==> src/rtl/sram_phase_sequencer_pkg.sv <==
// Shared types and codes for the decode-flow phase sequencer and its SRAM owner mux.
package sram_phase_sequencer_pkg;

  typedef enum logic [3:0] {
    S_SEQ_VGA  = 4'd0,
    S_GAP_UART = 4'd1,
    S_SEQ_UART = 4'd2,
    S_GAP_M2   = 4'd3,
    S_SEQ_M2   = 4'd4,
    S_GAP_M1   = 4'd5,
    S_SEQ_M1   = 4'd6,
    S_GAP_VGA  = 4'd7,
    S_SEQ_ERR  = 4'd8
  } seq_state_type;

  localparam logic [2:0] OWN_NONE = 3'd0;
  localparam logic [2:0] OWN_VGA  = 3'd1;
  localparam logic [2:0] OWN_UART = 3'd2;
  localparam logic [2:0] OWN_M2   = 3'd3;
  localparam logic [2:0] OWN_M1   = 3'd4;

  localparam logic [1:0] ERR_NONE = 2'b00;
  localparam logic [1:0] ERR_M2   = 2'b01;
  localparam logic [1:0] ERR_M1   = 2'b10;

  localparam int WDOG_LIMIT_DEFAULT = 32'd49999999;

endpackage

==> src/rtl/sram_phase_sequencer_owner_mux.sv <==
// Combinational SRAM bus select driven by the registered owner code.
module sram_owner_mux
  import sram_phase_sequencer_pkg::*;
#(
  parameter int ADDR_W = 18,
  parameter int DATA_W = 16
) (
  input  logic [2:0]        owner,
  input  logic [ADDR_W-1:0] uart_addr,
  input  logic [DATA_W-1:0] uart_wdata,
  input  logic              uart_we_n,
  input  logic [ADDR_W-1:0] m2_addr,
  input  logic [DATA_W-1:0] m2_wdata,
  input  logic              m2_we_n,
  input  logic [ADDR_W-1:0] m1_addr,
  input  logic [DATA_W-1:0] m1_wdata,
  input  logic              m1_we_n,
  input  logic [ADDR_W-1:0] vga_addr,
  output logic [ADDR_W-1:0] sram_address,
  output logic [DATA_W-1:0] sram_write_data,
  output logic              sram_we_n
);

  // Route the selected requester; idle/unknown owners park the bus read-only at 0.
  always_comb begin
    sram_address    = '0;
    sram_write_data = '0;
    sram_we_n       = 1'b1;
    case (owner)
      OWN_UART: begin
        sram_address    = uart_addr;
        sram_write_data = uart_wdata;
        sram_we_n       = uart_we_n;
      end
      OWN_M2: begin
        sram_address    = m2_addr;
        sram_write_data = m2_wdata;
        sram_we_n       = m2_we_n;
      end
      OWN_M1: begin
        sram_address    = m1_addr;
        sram_write_data = m1_wdata;
        sram_we_n       = m1_we_n;
      end
      OWN_VGA: begin
        sram_address    = vga_addr;
        sram_write_data = '0;
        sram_we_n       = 1'b1;
      end
      default: begin
        sram_address    = '0;
        sram_write_data = '0;
        sram_we_n       = 1'b1;
      end
    endcase
  end

endmodule

==> src/rtl/sram_phase_sequencer.sv <==
// Decode-flow sequencer: UART load -> M2 -> M1 -> VGA, owning the single SRAM port
// with a one-cycle dead gap on every ownership change and a per-phase watchdog.
module sram_phase_sequencer
  import sram_phase_sequencer_pkg::*;
#(
  parameter int ADDR_W     = 18,
  parameter int DATA_W     = 16,
  parameter int WDOG_W     = 26,
  parameter int WDOG_LIMIT = WDOG_LIMIT_DEFAULT
) (
  input  logic              Clock,
  input  logic              Resetn,
  input  logic              Uart_req,
  input  logic              Uart_done,
  input  logic              M2_done,
  input  logic              M1_done,
  output logic              M2_go,
  output logic              M1_start,
  output logic              Uart_enable,
  output logic              VGA_enable,
  input  logic [ADDR_W-1:0] UART_addr,
  input  logic [DATA_W-1:0] UART_wdata,
  input  logic              UART_we_n,
  input  logic [ADDR_W-1:0] M2_addr,
  input  logic [DATA_W-1:0] M2_wdata,
  input  logic              M2_we_n,
  input  logic [ADDR_W-1:0] M1_addr,
  input  logic [DATA_W-1:0] M1_wdata,
  input  logic              M1_we_n,
  input  logic [ADDR_W-1:0] VGA_addr,
  output logic [ADDR_W-1:0] SRAM_address,
  output logic [DATA_W-1:0] SRAM_write_data,
  output logic              SRAM_we_n,
  output logic [2:0]        Owner,
  output logic              Error,
  output logic [1:0]        Err_phase,
  output logic [7:0]        Frames_done
);

  localparam logic [WDOG_W-1:0] WDOG_MAX = WDOG_W'(WDOG_LIMIT);
  localparam logic [WDOG_W-1:0] WDOG_ONE = {{(WDOG_W-1){1'b0}}, 1'b1};

  seq_state_type     state_r, state_s;
  logic [2:0]        owner_r, owner_s;
  logic              m2_go_r, m2_go_s, m1_start_r, m1_start_s;
  logic              uart_en_r, uart_en_s, vga_en_r, vga_en_s;
  logic              error_r, error_s;
  logic [1:0]        err_phase_r, err_phase_s;
  logic [7:0]        frames_r, frames_s;
  logic [WDOG_W-1:0] wdog_r, wdog_s;

  // Next-state logic; done/req inputs only matter in the state that owns them.
  always_comb begin
    state_s = state_r;
    case (state_r)
      S_SEQ_VGA:  if (Uart_req)  state_s = S_GAP_UART; else state_s = S_SEQ_VGA;
      S_GAP_UART: state_s = S_SEQ_UART;
      S_SEQ_UART: if (Uart_done) state_s = S_GAP_M2;   else state_s = S_SEQ_UART;
      S_GAP_M2:   state_s = S_SEQ_M2;
      S_SEQ_M2: begin
        if (M2_done)                 state_s = S_GAP_M1;
        else if (wdog_r == WDOG_MAX) state_s = S_SEQ_ERR;
        else                         state_s = S_SEQ_M2;
      end
      S_GAP_M1:   state_s = S_SEQ_M1;
      S_SEQ_M1: begin
        if (M1_done)                 state_s = S_GAP_VGA;
        else if (wdog_r == WDOG_MAX) state_s = S_SEQ_ERR;
        else                         state_s = S_SEQ_M1;
      end
      S_GAP_VGA:  state_s = S_SEQ_VGA;
      S_SEQ_ERR:  if (Uart_req)  state_s = S_GAP_UART; else state_s = S_SEQ_ERR;
      default:    state_s = S_SEQ_VGA;
    endcase
  end

  // Registered-output targets decoded from the upcoming state; gaps and ERR own nothing.
  always_comb begin
    owner_s    = OWN_NONE;
    m2_go_s    = 1'b0;
    m1_start_s = 1'b0;
    uart_en_s  = 1'b0;
    vga_en_s   = 1'b0;
    case (state_s)
      S_SEQ_VGA:  begin owner_s = OWN_VGA;  vga_en_s   = 1'b1; end
      S_SEQ_UART: begin owner_s = OWN_UART; uart_en_s  = 1'b1; end
      S_SEQ_M2:   begin owner_s = OWN_M2;   m2_go_s    = 1'b1; end
      S_SEQ_M1:   begin owner_s = OWN_M1;   m1_start_s = 1'b1; end
      default:    owner_s = OWN_NONE;
    endcase

    error_s = (state_s == S_SEQ_ERR);
    if (state_s != S_SEQ_ERR)       err_phase_s = ERR_NONE;
    else if (state_r == S_SEQ_M2)   err_phase_s = ERR_M2;
    else if (state_r == S_SEQ_M1)   err_phase_s = ERR_M1;
    else                            err_phase_s = err_phase_r;

    // Watchdog restarts at 0 on every phase entry.
    if ((state_s == S_SEQ_M2 || state_s == S_SEQ_M1) && state_s == state_r)
      wdog_s = wdog_r + WDOG_ONE;
    else
      wdog_s = '0;

    if (state_r == S_SEQ_M1 && M1_done) frames_s = frames_r + 8'd1;
    else                                frames_s = frames_r;
  end

  // State and output registers.
  always_ff @(posedge Clock or negedge Resetn) begin
    if (!Resetn) begin
      state_r     <= S_SEQ_VGA;
      owner_r     <= OWN_VGA;
      m2_go_r     <= 1'b0;
      m1_start_r  <= 1'b0;
      uart_en_r   <= 1'b0;
      vga_en_r    <= 1'b1;
      error_r     <= 1'b0;
      err_phase_r <= ERR_NONE;
      frames_r    <= 8'd0;
      wdog_r      <= '0;
    end else begin
      state_r     <= state_s;
      owner_r     <= owner_s;
      m2_go_r     <= m2_go_s;
      m1_start_r  <= m1_start_s;
      uart_en_r   <= uart_en_s;
      vga_en_r    <= vga_en_s;
      error_r     <= error_s;
      err_phase_r <= err_phase_s;
      frames_r    <= frames_s;
      wdog_r      <= wdog_s;
    end
  end

  assign Owner       = owner_r;
  assign M2_go       = m2_go_r;
  assign M1_start    = m1_start_r;
  assign Uart_enable = uart_en_r;
  assign VGA_enable  = vga_en_r;
  assign Error       = error_r;
  assign Err_phase   = err_phase_r;
  assign Frames_done = frames_r;

  sram_owner_mux #(.ADDR_W(ADDR_W), .DATA_W(DATA_W)) u_mux (
    .owner           (owner_r),
    .uart_addr       (UART_addr),
    .uart_wdata      (UART_wdata),
    .uart_we_n       (UART_we_n),
    .m2_addr         (M2_addr),
    .m2_wdata        (M2_wdata),
    .m2_we_n         (M2_we_n),
    .m1_addr         (M1_addr),
    .m1_wdata        (M1_wdata),
    .m1_we_n         (M1_we_n),
    .vga_addr        (VGA_addr),
    .sram_address    (SRAM_address),
    .sram_write_data (SRAM_write_data),
    .sram_we_n       (SRAM_we_n)
  );

endmodule

==> config.mk <==
export PLATFORM = sky130hd
export DESIGN_NAME = sram_phase_sequencer
export DESIGN_NICKNAME = d
export VERILOG_FILES = /design/src/rtl/sram_phase_sequencer_pkg.sv /design/src/rtl/sram_phase_sequencer_owner_mux.sv /design/src/rtl/sram_phase_sequencer.sv
export SDC_FILE = /design/constraint.sdc
export NUM_CORES = 1
export LEC_CHECK = 0
export BUFFER_PORTS_ARGS = -buffer_cell sky130_fd_sc_hd__buf_4
export CAP_MARGIN = 15
export CORE_MARGIN = 2
export CORE_UTILIZATION = 50
export CTS_BUF_LIST = sky130_fd_sc_hd__clkbuf_8
export DETAILED_ROUTE_END_ITERATION = 8
export PLACE_DENSITY_LB_ADDON = 0.05
export SYNTH_ARGS = -nofsm -noshare
export SYNTH_HDL_FRONTEND = slang
export SYNTH_SLANG_ARGS = --single-unit
==> constraint.sdc <==
create_clock -name Clock -period 4 [get_ports Clock]
set_input_delay 0.6 -clock Clock [delete_from_list [all_inputs] [get_ports Clock]]
set_output_delay 0.6 -clock Clock [all_outputs]
set_load 0.01 [all_outputs]
==> impl_metrics.csv <==
group,metric,value,unit
timing,drv_slew,0,
pwr,p_total,0.00254,W
timing,min_period_over_period,0.785,
timing,rsz0062_at_grt,"no",
synth,synth_warnings,0,
pwr,ir_drop,0.313,mV
setup_path,cpPeakStageDelay,0.81,ns
clock_network,post_cts_resized,0,
place,gp_congestion,0.883,
setup_path,path_max_fanout,22,
clock_network,cts-htree-levels,2,
final_layout,syn2layout_area_growth,45.6,%
die,fp.dieW,84.5,microns
die,num_rows,29,
clock_network,cts_tree,"built",
setup_path,path_delay_family,"simple AND/OR/NAND/NOR gates",
place,placed_cell_area,0.00459,sq mm
timing,fmax,319,MHz
synth,async_flop_share,1.00,
timing,finClkSkew,0.00781,ns
setup_path,start_kind,"flop",
place,port_buffers,181,
grt,grtUsageTotal,0.284,
clock_network,path_clk_slew,0.09,ns
pwr,p_switching,0.00108,W
grt,grt_pass1_vias,3354,
clock_network,insertion_delay,0.31,ns
die,die_height,84.5,microns
drt,via_per_inst,5.75,
grt,grt_max_degree,48,
setup_path,timing.critical_path.mode_cell,"buf_4",
timing,period_minus_slack,3.14,ns
clock_network,cts_buffers,5,
die,core,0.00631,sq mm
timing,tightest_slew,1.13,ns
synth,avgSynthCellArea,8.75,sq um
pwr,leakage,2.18,nW
drt,via_count,3518,
timing,setup_viol,0,
setup_path,cp_data_arrival_time,2.54,ns
timing,tns,0,ns
place,dpl.hpwl,7990,microns
drt,ant_nets,0,
die,io_pins,182,
synth,ys_types,51,
setup_path,cp_num_buf_inv,2,
setup_path,path_cells,"nor2b_1 -> buf_4 -> and2_1 -> nand2_1 -> o21ai_0 -> buf_4",
final_layout,diodes,0,
flow_run,maxCapViolations,0,
die,dieArea,0.00714,sq mm
drt,drc_errors,0,
drt,dr.pass1.iters,6,
synth,synthFlopType,"dfrtp_1",
pwr,p_comb_frac,0.587,
timing,finalHoldViolCount,0,
final_layout,drive_gt1_frac,0.396,
synth,syn_area,0.00324,sq mm
drt,wirelength,10600,microns
synth,ys_ff_latch,47,
synth,synth_enable_flop_cells,0,
die,initial_core_util,0.513,
outcome,status,"finished clean",
synth,syn_inst,370,
synth,synth-seq-area-share,0.364,
drt,wl_per_cell,17.3,microns
setup_path,crit_required,3.40,ns
pwr,internal-power,0.00146,W
synth,postSynthNetCount,501,
setup_path,worstSetupPathType,"flop to primary output",
pwr,powerDensity,539,mW/mm^2
pwr,switching_share,0.424,
clock_network,cts.sinks,47,
clock_network,cts_buffer_depth,2,
clock_network,ctsHoldBuffers,0,
setup_path,crit_slowest_cell,"dfrtp_1",
final_layout,stdcell_area,0.00472,sq mm
drt,drt_iter0_drc,231,
min_path,worstHoldPathType,"input pin to async pin",
final_layout,final_core_util,0.747,
clock_network,root_buffer,"clkbuf_8",
final_layout,nNetsFinal,665,
clock_network,cts_setup_buffers,0,
grt,grt_pass1_wl,16400,microns
timing,relSlewSlack,0.245,
grt,antenna_found_initial,0,
setup_path,setup.worst_path.end_class,"primary output",
pwr,seqPwrFrac,0.269,
grt,grt-ovfl-total,0,
pwr,clock_power_share,0.144,
timing,hold_ws,0.294,ns
kinds of logic (layout without fill, tap and decap cells):
kind of cell / Yosys count / in the layout / share of synthesized area
and+or+nand+nor: 152 / 152 / 0.256
adders and majority gates: 2 / 2 / 0.00773
buffers and inverters: 32 / 197 / 0.0444
xor gates and xnor gates: 33 / 33 / 0.0893
muxes: 20 / 20 / 0.0630
AOI/OAI and AO/OA: 84 / 84 / 0.175
DFF: 47 / 47 / 0.364
metrics by stage:
stage,cells,setup slack [ns]
floorplan,370,1.43
global placement,603,1.14
detailed placement,603,1.13
CTS,611,0.788
global route,612,0.687
finish,612,0.860
cell type report:
class	count	area, sq um
multi-input cells	291	1920
inverters	4	15.0
repair buffers	185	1390
clock buffers	6	82.6
well taps	77	96.3
clock inverters	2	35.0
flip-flops and latches	47	1180
fillers	523	1600
layer usage:
metal | GRT usage | wire, microns | share of wire
met4 | 0.0693 | 217 | 0.021
met3 | 0.0698 | 855 | 0.081
met1 | 0.372 | 4330 | 0.41
met5 | 0 | 0 | 0
met2 | 0.475 | 5170 | 0.49
cells in the final DEF, fill, tap and decap left out, drive strengths merged, types with 2 or more instances in the layout:
cell / Yosys / final
dfstp: 2 / 2
a311o: 2 / 2
nor3b: 13 / 13
dfrtp: 45 / 45
a21oi: 4 / 4
xor2: 18 / 18
a211oi: 2 / 2
and2: 4 / 4
nand3b: 2 / 2
xnor2: 15 / 15
ha: 2 / 2
mux2: 3 / 3
nor3: 4 / 4
nor4: 8 / 8
or3b: 2 / 2
and3: 4 / 4
o22ai: 17 / 17
or3: 2 / 2
and4: 4 / 4
nor2b: 5 / 5
nand3: 19 / 19
o21ai: 21 / 21
nand4: 11 / 11
clkbuf: 19 / 6
nand2: 41 / 41
a22oi: 34 / 34
mux2i: 17 / 17
or4: 2 / 2
buf: 9 / 185
inv: 4 / 4
nor2: 26 / 26
registers in the layout, summed over array words and instances (netlist names):
name	count
M2_go	1
Error	1
M1_start	1
Uart_enable	1
Owner	2
Frames_done	8
wdog_r	26
state_r	4
Err_phase	2
VGA_enable	1
Yosys cell counts (2+ instances only):
master | instances | area share
nor3_1 | 4 | 0.0062
o22ai_1 | 17 | 0.033
buf_1 | 2 | 0.0023
nand3b_1 | 2 | 0.0046
a211oi_1 | 2 | 0.0046
buf_2 | 5 | 0.0077
nor2_1 | 25 | 0.029
clkbuf_1 | 18 | 0.021
xnor2_1 | 15 | 0.041
dfstp_2 | 2 | 0.016
mux2_2 | 3 | 0.010
dfrtp_1 | 45 | 0.35
buf_4 | 2 | 0.0046
ha_1 | 2 | 0.0077
nor4_1 | 6 | 0.012
nor2b_1 | 5 | 0.0097
mux2i_1 | 17 | 0.053
a21oi_1 | 4 | 0.0062
nand4_1 | 11 | 0.021
nand2_1 | 41 | 0.048
and2_1 | 3 | 0.0058
a311o_2 | 2 | 0.0070
and3_1 | 4 | 0.0077
a22oi_1 | 34 | 0.079
inv_1 | 4 | 0.0046
o21ai_0 | 20 | 0.031
nor4_2 | 2 | 0.0077
nand3_1 | 19 | 0.029
xor2_1 | 18 | 0.049
nor3b_1 | 13 | 0.030
and4_1 | 3 | 0.0081
final timing paths:
path / start / end / slack [ns] / depth (start not counted)
setup / recovery: Owner[1] / SRAM_write_data[13] / 0.86 / 6
hold / removal: Resetn / Frames_done[4] / 0.29 / 1
setup reg to reg: wdog_r[8] / VGA_enable / 1.60 / 5
hold reg to reg: Frames_done[7] / Frames_done[7] / 0.49 / 1
max in group asynchronous: Resetn / wdog_r[10] / 3.29 / 1
min in group Clock: Frames_done[7] / Frames_done[7] / 0.49 / 1
power groups by stage:
stage	sequential (W)	clock, W	combinational, W
3_5_place_dp	0.000691	0	0.00148
5_1_grt	0.000700	0.000394	0.00161
4_1_cts	0.000682	0.000372	0.00149
3_3_place_gp	0.000683	0	0.00147
2_1_floorplan	0.000630	0	0.000949
6_report	0.000684	0.000366	0.00149
Note: power is estimated with default switching activity, not from simulation.
